===== src/rtl/aes128_package.sv =====
// Shared GF(2^4) tower-field types, constants and unmasked reference functions.
// INV_OUT_LATENCY follows the MASKED_BV4_INV_OUT_REG_EN build macro.
package aes128_package;

    typedef logic [1:0] bv2_t;
    typedef logic [3:0] bv4_t;

`ifdef MASKED_BV4_INV_OUT_REG_EN
    localparam int INV_OUT_LATENCY = 3;
`else
    localparam int INV_OUT_LATENCY = 2;
`endif

    function automatic int num_quad(input int num_shares);
        return num_shares * (num_shares - 1) / 2;
    endfunction

    // Dense index of the unordered share pair {i, j}, i != j.
    function automatic int pair_index(input int i, input int j, input int num_shares);
        int lo;
        int hi;
        int idx;
        lo  = (i < j) ? i : j;
        hi  = (i < j) ? j : i;
        idx = 0;
        for (int a = 0; a < lo; a++) begin
            idx += num_shares - 1 - a;
        end
        return idx + (hi - lo - 1);
    endfunction

    // GF(2^2) product in the normal basis {W^2, W}; one is 2'b11.
    function automatic bv2_t bv2_mul_ref(input bv2_t x, input bv2_t y);
        logic e;
        e = (x[1] ^ x[0]) & (y[1] ^ y[0]);
        return {(x[1] & y[1]) ^ e, (x[0] & y[0]) ^ e};
    endfunction

    // Scaling by N = W^2.
    function automatic bv2_t bv2_scl_n_ref(input bv2_t x);
        return {x[0], x[1] ^ x[0]};
    endfunction

    function automatic bv4_t bv4_mul_ref(input bv4_t x, input bv4_t y);
        bv2_t e;
        e = bv2_scl_n_ref(bv2_mul_ref(x[3:2] ^ x[1:0], y[3:2] ^ y[1:0]));
        return {bv2_mul_ref(x[3:2], y[3:2]) ^ e, bv2_mul_ref(x[1:0], y[1:0]) ^ e};
    endfunction

    function automatic bv4_t bv4_inv_ref(input bv4_t x);
        bv2_t a;
        bv2_t b;
        bv2_t s;
        bv2_t c;
        bv2_t e;
        a = x[3:2];
        b = x[1:0];
        s = a ^ b;
        c = bv2_scl_n_ref({s[0], s[1]}) ^ bv2_mul_ref(a, b);
        e = {c[0], c[1]};
        return {bv2_mul_ref(e, b), bv2_mul_ref(e, a)};
    endfunction

endpackage


===== src/rtl/masked_hpc3_1_mul.sv =====
// First-order-composable HPC3 masked multiplier over GF(2^2) (normal basis), one-cycle latency.
module masked_hpc3_1_mul
    import aes128_package::*;
#(
    parameter  int NUM_SHARES    = 2,
    parameter  int BIT_WIDTH     = 2,
    localparam int NUM_QUADRATIC = num_quad(NUM_SHARES)
) (
    input  logic                                       in_clock,
    input  logic                                       in_reset,
    input  logic [NUM_SHARES-1:0][BIT_WIDTH-1:0]       in_a,
    input  logic [NUM_SHARES-1:0][BIT_WIDTH-1:0]       in_b,
    input  logic [NUM_QUADRATIC-1:0][BIT_WIDTH-1:0]    in_r,
    input  logic [NUM_QUADRATIC-1:0][BIT_WIDTH-1:0]    in_p,
    output logic [NUM_SHARES-1:0][BIT_WIDTH-1:0]       out_c
);

    function automatic logic [BIT_WIDTH-1:0] field_mul(input logic [BIT_WIDTH-1:0] x,
                                                       input logic [BIT_WIDTH-1:0] y);
        logic e;
        e = (x[1] ^ x[0]) & (y[1] ^ y[0]);
        return {(x[1] & y[1]) ^ e, (x[0] & y[0]) ^ e};
    endfunction

    function automatic logic [BIT_WIDTH-1:0] xor_row(
        input logic [NUM_SHARES-2:0][BIT_WIDTH-1:0] row);
        logic [BIT_WIDTH-1:0] acc;
        acc = '0;
        for (int k = 0; k < NUM_SHARES - 1; k++) begin
            acc ^= row[k];
        end
        return acc;
    endfunction

    logic [NUM_SHARES-1:0][BIT_WIDTH-1:0]                   w_diag;
    logic [NUM_SHARES-1:0][NUM_SHARES-2:0][BIT_WIDTH-1:0]   w_cross;
    logic [NUM_SHARES-1:0][NUM_SHARES-2:0][BIT_WIDTH-1:0]   w_blind;
    logic [NUM_SHARES-1:0][BIT_WIDTH-1:0]                   r_diag;
    logic [NUM_SHARES-1:0][NUM_SHARES-2:0][BIT_WIDTH-1:0]   r_cross;
    logic [NUM_SHARES-1:0][NUM_SHARES-2:0][BIT_WIDTH-1:0]   r_blind;

    // Row k of share i pairs with share j = k (k < i) or k + 1; r and p are shared by (i,j) and (j,i)
    // so they cancel in the recombined sum. ~a equals a + 1 because one is 2'b11 in this basis.
    for (genvar i = 0; i < NUM_SHARES; i++) begin : g_share
        assign w_diag[i] = field_mul(in_a[i], in_b[i]);
        for (genvar k = 0; k < NUM_SHARES - 1; k++) begin : g_pair
            localparam int J = (k < i) ? k : k + 1;
            localparam int Q = pair_index(i, J, NUM_SHARES);
            assign w_cross[i][k] = field_mul(in_a[i], in_b[J] ^ in_r[Q]);
            assign w_blind[i][k] = field_mul(~in_a[i], in_r[Q]) ^ in_p[Q];
        end
        assign out_c[i] = r_diag[i] ^ xor_row(r_cross[i]) ^ xor_row(r_blind[i]);
    end

    always_ff @(posedge in_clock) begin
        if (in_reset) begin
            r_diag  <= '0;
            r_cross <= '0;
            r_blind <= '0;
        end else begin
            r_diag  <= w_diag;
            r_cross <= w_cross;
            r_blind <= w_blind;
        end
    end

endmodule


===== src/rtl/masked_join_bv.sv =====
// Concatenates high and low bv2_t share vectors back into one bv4_t share vector.
module masked_join_bv
    import aes128_package::*;
#(
    parameter int NUM_SHARES = 2
) (
    input  bv2_t [NUM_SHARES-1:0] in_hi,
    input  bv2_t [NUM_SHARES-1:0] in_lo,
    output bv4_t [NUM_SHARES-1:0] out_x
);

    for (genvar i = 0; i < NUM_SHARES; i++) begin : g_share
        assign out_x[i] = {in_hi[i], in_lo[i]};
    end

endmodule


===== src/rtl/masked_split_bv.sv =====
// Splits a bv4_t share vector into its high and low bv2_t share vectors.
module masked_split_bv
    import aes128_package::*;
#(
    parameter int NUM_SHARES = 2
) (
    input  bv4_t [NUM_SHARES-1:0] in_x,
    output bv2_t [NUM_SHARES-1:0] out_hi,
    output bv2_t [NUM_SHARES-1:0] out_lo
);

    for (genvar i = 0; i < NUM_SHARES; i++) begin : g_share
        assign out_hi[i] = in_x[i][3:2];
        assign out_lo[i] = in_x[i][1:0];
    end

endmodule


===== src/rtl/register.sv =====
// Plain pipeline register with synchronous active-high clear.
module register #(
    parameter int WIDTH = 1
) (
    input  logic             in_clock,
    input  logic             in_reset,
    input  logic [WIDTH-1:0] in_data,
    output logic [WIDTH-1:0] out_data
);

    logic [WIDTH-1:0] r_data;

    always_ff @(posedge in_clock) begin
        if (in_reset) begin
            r_data <= '0;
        end else begin
            r_data <= in_data;
        end
    end

    assign out_data = r_data;

endmodule


===== src/rtl/masked_bv4_inv_out.sv =====
// Output stage of the masked GF(2^4) inverter: {Theta*Gamma_0, Theta*Gamma_1} via two HPC3 multipliers.
// Build macro MASKED_BV4_INV_OUT_REG_EN adds one output register (latency 3 instead of 2).
module masked_bv4_inv_out
    import aes128_package::*;
#(
    parameter  int NUM_SHARES    = 2,
    localparam int NUM_QUADRATIC = num_quad(NUM_SHARES),
    localparam int NUM_RANDOM    = 2 * 2 * (NUM_QUADRATIC * 2)
) (
    input  logic                    in_clock,
    input  logic                    in_reset,
    input  bv4_t [NUM_SHARES-1:0]   in_gamma,
    input  bv2_t [NUM_SHARES-1:0]   in_theta,
    input  logic [NUM_RANDOM-1:0]   in_random,
    input  logic                    in_valid,
    output bv4_t [NUM_SHARES-1:0]   out_b,
    output logic                    out_valid
);

    localparam int RW = NUM_QUADRATIC * 2;

    bv2_t [NUM_SHARES-1:0]    w_gamma_hi;
    bv2_t [NUM_SHARES-1:0]    w_gamma_lo;
    bv2_t [NUM_SHARES-1:0]    w_gamma_hi_d1;
    bv2_t [NUM_SHARES-1:0]    w_gamma_lo_d1;
    bv2_t [NUM_QUADRATIC-1:0] w_r_lo;
    bv2_t [NUM_QUADRATIC-1:0] w_p_lo;
    bv2_t [NUM_QUADRATIC-1:0] w_r_hi;
    bv2_t [NUM_QUADRATIC-1:0] w_p_hi;
    bv2_t [NUM_SHARES-1:0]    w_mul_hi;
    bv2_t [NUM_SHARES-1:0]    w_mul_lo;
    bv4_t [NUM_SHARES-1:0]    w_b;
    logic [INV_OUT_LATENCY-1:0] r_valid;

    masked_split_bv #(.NUM_SHARES(NUM_SHARES)) u_split (
        .in_x   (in_gamma),
        .out_hi (w_gamma_hi),
        .out_lo (w_gamma_lo)
    );

    // Gamma arrives one cycle ahead of Theta.
    register #(.WIDTH(2 * NUM_SHARES)) u_align_hi (
        .in_clock (in_clock),
        .in_reset (in_reset),
        .in_data  (w_gamma_hi),
        .out_data (w_gamma_hi_d1)
    );

    register #(.WIDTH(2 * NUM_SHARES)) u_align_lo (
        .in_clock (in_clock),
        .in_reset (in_reset),
        .in_data  (w_gamma_lo),
        .out_data (w_gamma_lo_d1)
    );

    assign w_r_lo = in_random[RW-1:0];
    assign w_p_lo = in_random[2*RW-1:RW];
    assign w_r_hi = in_random[3*RW-1:2*RW];
    assign w_p_hi = in_random[4*RW-1:3*RW];

    masked_hpc3_1_mul #(.NUM_SHARES(NUM_SHARES), .BIT_WIDTH(2)) u_mul_hi (
        .in_clock (in_clock),
        .in_reset (in_reset),
        .in_a     (in_theta),
        .in_b     (w_gamma_lo_d1),
        .in_r     (w_r_hi),
        .in_p     (w_p_hi),
        .out_c    (w_mul_hi)
    );

    masked_hpc3_1_mul #(.NUM_SHARES(NUM_SHARES), .BIT_WIDTH(2)) u_mul_lo (
        .in_clock (in_clock),
        .in_reset (in_reset),
        .in_a     (in_theta),
        .in_b     (w_gamma_hi_d1),
        .in_r     (w_r_lo),
        .in_p     (w_p_lo),
        .out_c    (w_mul_lo)
    );

    masked_join_bv #(.NUM_SHARES(NUM_SHARES)) u_join (
        .in_hi (w_mul_hi),
        .in_lo (w_mul_lo),
        .out_x (w_b)
    );

    always_ff @(posedge in_clock) begin
        if (in_reset) begin
            r_valid <= '0;
        end else begin
            r_valid <= {r_valid[INV_OUT_LATENCY-2:0], in_valid};
        end
    end

    assign out_valid = r_valid[INV_OUT_LATENCY-1];

`ifdef MASKED_BV4_INV_OUT_REG_EN
    register #(.WIDTH(4 * NUM_SHARES)) u_out_reg (
        .in_clock (in_clock),
        .in_reset (in_reset),
        .in_data  (w_b),
        .out_data (out_b)
    );
`else
    assign out_b = w_b;
`endif

endmodule


===== config.mk =====
export PLATFORM = sky130hd
export DESIGN_NAME = masked_bv4_inv_out
export DESIGN_NICKNAME = d
export VERILOG_FILES = /design/src/rtl/aes128_package.sv /design/src/rtl/masked_hpc3_1_mul.sv /design/src/rtl/masked_join_bv.sv /design/src/rtl/masked_split_bv.sv /design/src/rtl/register.sv /design/src/rtl/masked_bv4_inv_out.sv
export SDC_FILE = /design/constraint.sdc
export NUM_CORES = 1
export LEC_CHECK = 0
export ABC_AREA = 1
export CORE_MARGIN = 1
export CORE_UTILIZATION = 58
export CTS_CLUSTER_DIAMETER = 30
export DETAILED_ROUTE_END_ITERATION = 7
export HOLD_SLACK_MARGIN = 0.03
export PLACE_DENSITY = 0.94
export SLEW_MARGIN = 30
export SYNTH_ARGS = -nofsm -noshare
export SYNTH_HDL_FRONTEND = slang
export SYNTH_SLANG_ARGS = --single-unit

===== constraint.sdc =====
create_clock -name in_clock -period 2.35 [get_ports in_clock]
set_input_delay 0.47 -clock in_clock [delete_from_list [all_inputs] [get_ports in_clock]]
set_output_delay 0.47 -clock in_clock [all_outputs]
set_load 0.02 [all_outputs]

-- Word level (Yosys, flattened, before mapping)
Index checks and enable logic that the tools add are counted.
- bitwise logic cells: 92
- operators by type and width (kind ; number):
    1-bit bitwise XOR ; 38
    1-bit bitwise AND ; 36
    2-bit bitwise XOR ; 16
    2-bit NOT ; 2
- bits in registers: 34
- bits of input ports: 23
- output and inout bits: 9
- word-level logic and storage cells: 107

-- Longest topological paths before layout
- depth after elaboration: 5
- mapped depth: 9
- mapped depth without buffers: 8

-- Modules after synthesis
Synthesis repeated with hierarchy kept, for this count alone.
- cell total of the unflattened synthesis: 328
- area, all modules: 2107.0 um^2
- by module, submodules not included (module ; instances ; cells an instance ; area an instance (um^2) ; seq. area each (um^2)):
    masked_hpc3_1_mul ; 2 ; 141 ; 855.8 ; 240.2
    register ; 2 ; 12 ; 110.1 ; 80.1
    masked_join_bv ; 1 ; 8 ; 60.1 ; 0.0
    masked_split_bv ; 1 ; 8 ; 60.1 ; 0.0
    masked_bv4_inv_out ; 1 ; 6 ; 55.1 ; 40.0

-- Worst setup path after synthesis
Ideal clock, no wire load.
- path kind: register -> output
- start: reg u_mul_lo.r_cross[0] (netlist bit)
- end: out out_b[0] (netlist bit)
- arrival time: 795 ps
- data required time: 1880 ps
- path slack: 1085 ps
- cell stages (with the launch flop): 3
- buffers on the path: 0
- cell sequence: dfxtp_1 xnor2_1 xnor2_1
- RTL lines (element ; RTL line ; RTL):
    start: declaration ; masked_hpc3_1_mul.sv:39 ; logic [NUM_SHARES-1:0][NUM_SHARES-2:0][BIT_WIDTH-1:0] r_cross;
    start signal: assignment ; masked_hpc3_1_mul.sv:62 ; r_cross <= w_cross;
    end: declaration ; masked_bv4_inv_out.sv:16 ; output bv4_t [NUM_SHARES-1:0] out_b,

==> summary.txt <==
Synth Area per Inst -> 6.58 sq um
Final setup fails -> 0
Utilization after layout -> 0.718
CTS Root Cell -> clkbuf_4
Crit path kind -> flip-flop to output pin
Global route overflow -> 0
Largest delay contributor family on the critical path -> buffers and inverters
Die X -> 61.5 um
Required @ worst endpoint -> 1880 ps
R2r startpoint -> u_align_hi.out_data[2]
Min Tclk post-route -> 2180 ps
Cell accounting for the most synthesized area -> dfxtp_1
Worst-Skew Late Latency -> 350 ps
Crit-path slowest cell -> clkdlybuf4s50_1
Routed via count -> 1,912
Final number of hold-violating endpoints -> 0
CTS resizes -> 0
H-tree lvl count -> 2
Mapped Cells -> 312
Avg WL per Cell -> 10.7 um
Top cells by count, synth -> nand2_1 (120), nor2_1 (40), inv_1 (39)
Crit-path cells -> xnor2_1, xnor2_1, clkdlybuf4s50_1
VDD IR-drop max -> 0.374 mV
Count leader, synth -> nand2_1
Sequential-to-total area share from yosys stat -> 0.331
Drc violations -> 0
Antenna Cells -> 0
Main synth FF type -> dfxtp_1
Initial Utilization -> 0.611
I/O pin total -> 32
Async S/R FF share, synth -> 0
Hold_sp -> r_valid[0]
CP max FO -> 1
Port Buffer Count -> 31
YS warnings -> 0
Most frequent CP cell -> xnor2_1
Max Fclk -> 458 MHz
Synth area leaders -> dfxtp_1 (33%), nand2_1 (22%), xnor2_1 (7.7%)
Final GP Congestion -> 0.848
Postcts setup bufs -> 0
Pin count of the biggest net entering global routing -> 25
Layout cells sized above 1 -> 0.0640
ANT nets after route -> 0
RSZ-0062 raised after global routing -> no
Critical path startpoint category -> flip-flop
DR pass1 iterations -> 4
Crit path launch -> u_mul_hi.r_cross[2]
Largest stage delay, worst path -> 620 ps
Max-cap violations -> 0
Vias per inst -> 4.90
Max Root-Sink Buffers -> 2
Cell depth of the worst setup path -> 3
Drt total wl -> 4180 um
Site row count -> 21
Vias in the first global route -> 1,632
Post-Syn Nets -> 335
Worst path bufs/invs -> 1
Reg2reg path depth -> 8
Pleak -> 1.19 nW
Worst Setup End Kind -> output pin
Worst Tran Pin Value -> 325 ps
Die Height -> 61.5 um
Arrival time worst endpoint -> 1710 ps
HP Class -> flip-flop to flip-flop
Post-layout net count -> 367
PwrDens -> 585 nW/um^2
TritonCTS clock tree -> yes
Post-synth EDFFs -> 0
Number of CTS-inserted buffers -> 5
Area growth, synth to finish -> 17.5%
Initial antenna violation count -> 0
Synth top area share -> 0.331
Clk slew on worst S/H paths -> 110 ps
Synth Cell Area -> 2050 sq um
Setup Skew -> 12.2 ps
Distinct cells, synth -> 18
Max-slew headroom -> 0.783
Iter 0 DRT Violations -> 112
Max-slew violations -> 0
Register bit total from synthesis -> 34
Core Area -> 3360 sq um
Status -> finished clean
Setup tns final -> 0 ps
CTS Sinks -> 34
Die area -> 3780 sq um
Fin crit share -> 0.928
Dpl hpwl -> 3280 um
First-pass GRT wire length -> 7200 um
Hold buffer count at CTS -> 0
Total global-route track usage -> 0.261
Hold Path Stages -> 2
[state kept, by name, summed over array words and instances (netlist names)]
register             flops
r_valid                  2
u_mul_lo.r_blind         4
u_align_lo.out_data      4
u_mul_hi.r_blind         4
u_mul_hi.r_cross         4
u_mul_lo.r_cross         4
u_mul_hi.r_diag          4
u_mul_lo.r_diag          4
u_align_hi.out_data      4
[cell families (layout without fill, tap and decap cells)]
group,Yosys count,after routing,share of synthesized area
AND/OR/NAND/NOR,186,186,0.369
buffers and inverters,50,82,0.117
flip-flops,34,34,0.331
XOR/XNOR,30,30,0.153
AO/OA/AOI/OAI,12,12,0.0292
[stage by stage]
step / cells / instance area, sq um / hold WS, ps / total power [mW] / setup WS [ps]
floorplan: 312 / 2050 / 388 / 0.965 / 1080
global placement: 383 / 2370 / 391 / 1.10 / 465
detailed placement: 383 / 2370 / 409 / 1.12 / 418
CTS: 390 / 2410 / 430 / 1.42 / 136
global route: 390 / 2410 / 469 / 1.52 / 66.1
finish: 390 / 2410 / 425 / 1.41 / 168
[power breakdown]
group | leakage, nW | internal, mW | total (mW) | switching [mW]
Clock | 0.0308 | 0.107 | 0.305 | 0.198
Sequential | 0.282 | 0.623 | 0.652 | 0.0285
Combinational | 0.873 | 0.210 | 0.456 | 0.246
[worst register-to-register path, cell delays in order (launching register included)]
cell	delay, ps
dfxtp_1	450
inv_1	130
nand2_1	80
nand2_1	90
nand2_1	70
nand3_1	80
nand2_1	70
inv_1	40
nor2_1	110
[layout by cell type, fill, tap and decap left out, drive strengths merged]
| cell type | netlist | layout |
|---|---|---|
| nand2 | 120 | 120 |
| clkinv | 0 | 2 |
| nand3 | 4 | 4 |
| xnor2 | 20 | 20 |
| buf | 9 | 5 |
| clkdlybuf4s50 | 0 | 31 |
| clkbuf | 2 | 5 |
| dfxtp | 34 | 34 |
| nor2 | 46 | 46 |
| nand4 | 16 | 16 |
| inv | 39 | 39 |
| a21oi | 8 | 8 |
| o21ai | 4 | 4 |
| xor2 | 10 | 10 |
[layer usage]
metal / global-route usage / part of all wire / vias up
li1: - / - / 1003
met1: 0.335 / 0.43 / 837
met3: 0.0651 / 0.061 / 8
met5: 0 / 0 / -
met4: 0.117 / 0.021 / 0
met2: 0.413 / 0.49 / 64
[final cells by class]
class                           count  area (sq um)
Clock buffer                        5          37.5
Clock inverter                      2          10.0
Fill cell                         297           950
Inverter                           39           146
Multi-Input combinational cell    228          1130
Sequential cell                    34           681
Tap cell                           46          57.6
Timing Repair Buffer               36           348
[worst paths after layout]
path                         end  slack, ps
min reg2reg           r_valid[1]        430
max                     out_b[6]        170
max reg2reg  u_mul_lo.r_cross[0]       1180
min                   r_valid[1]        430
(Power assumes the default switching activity.)
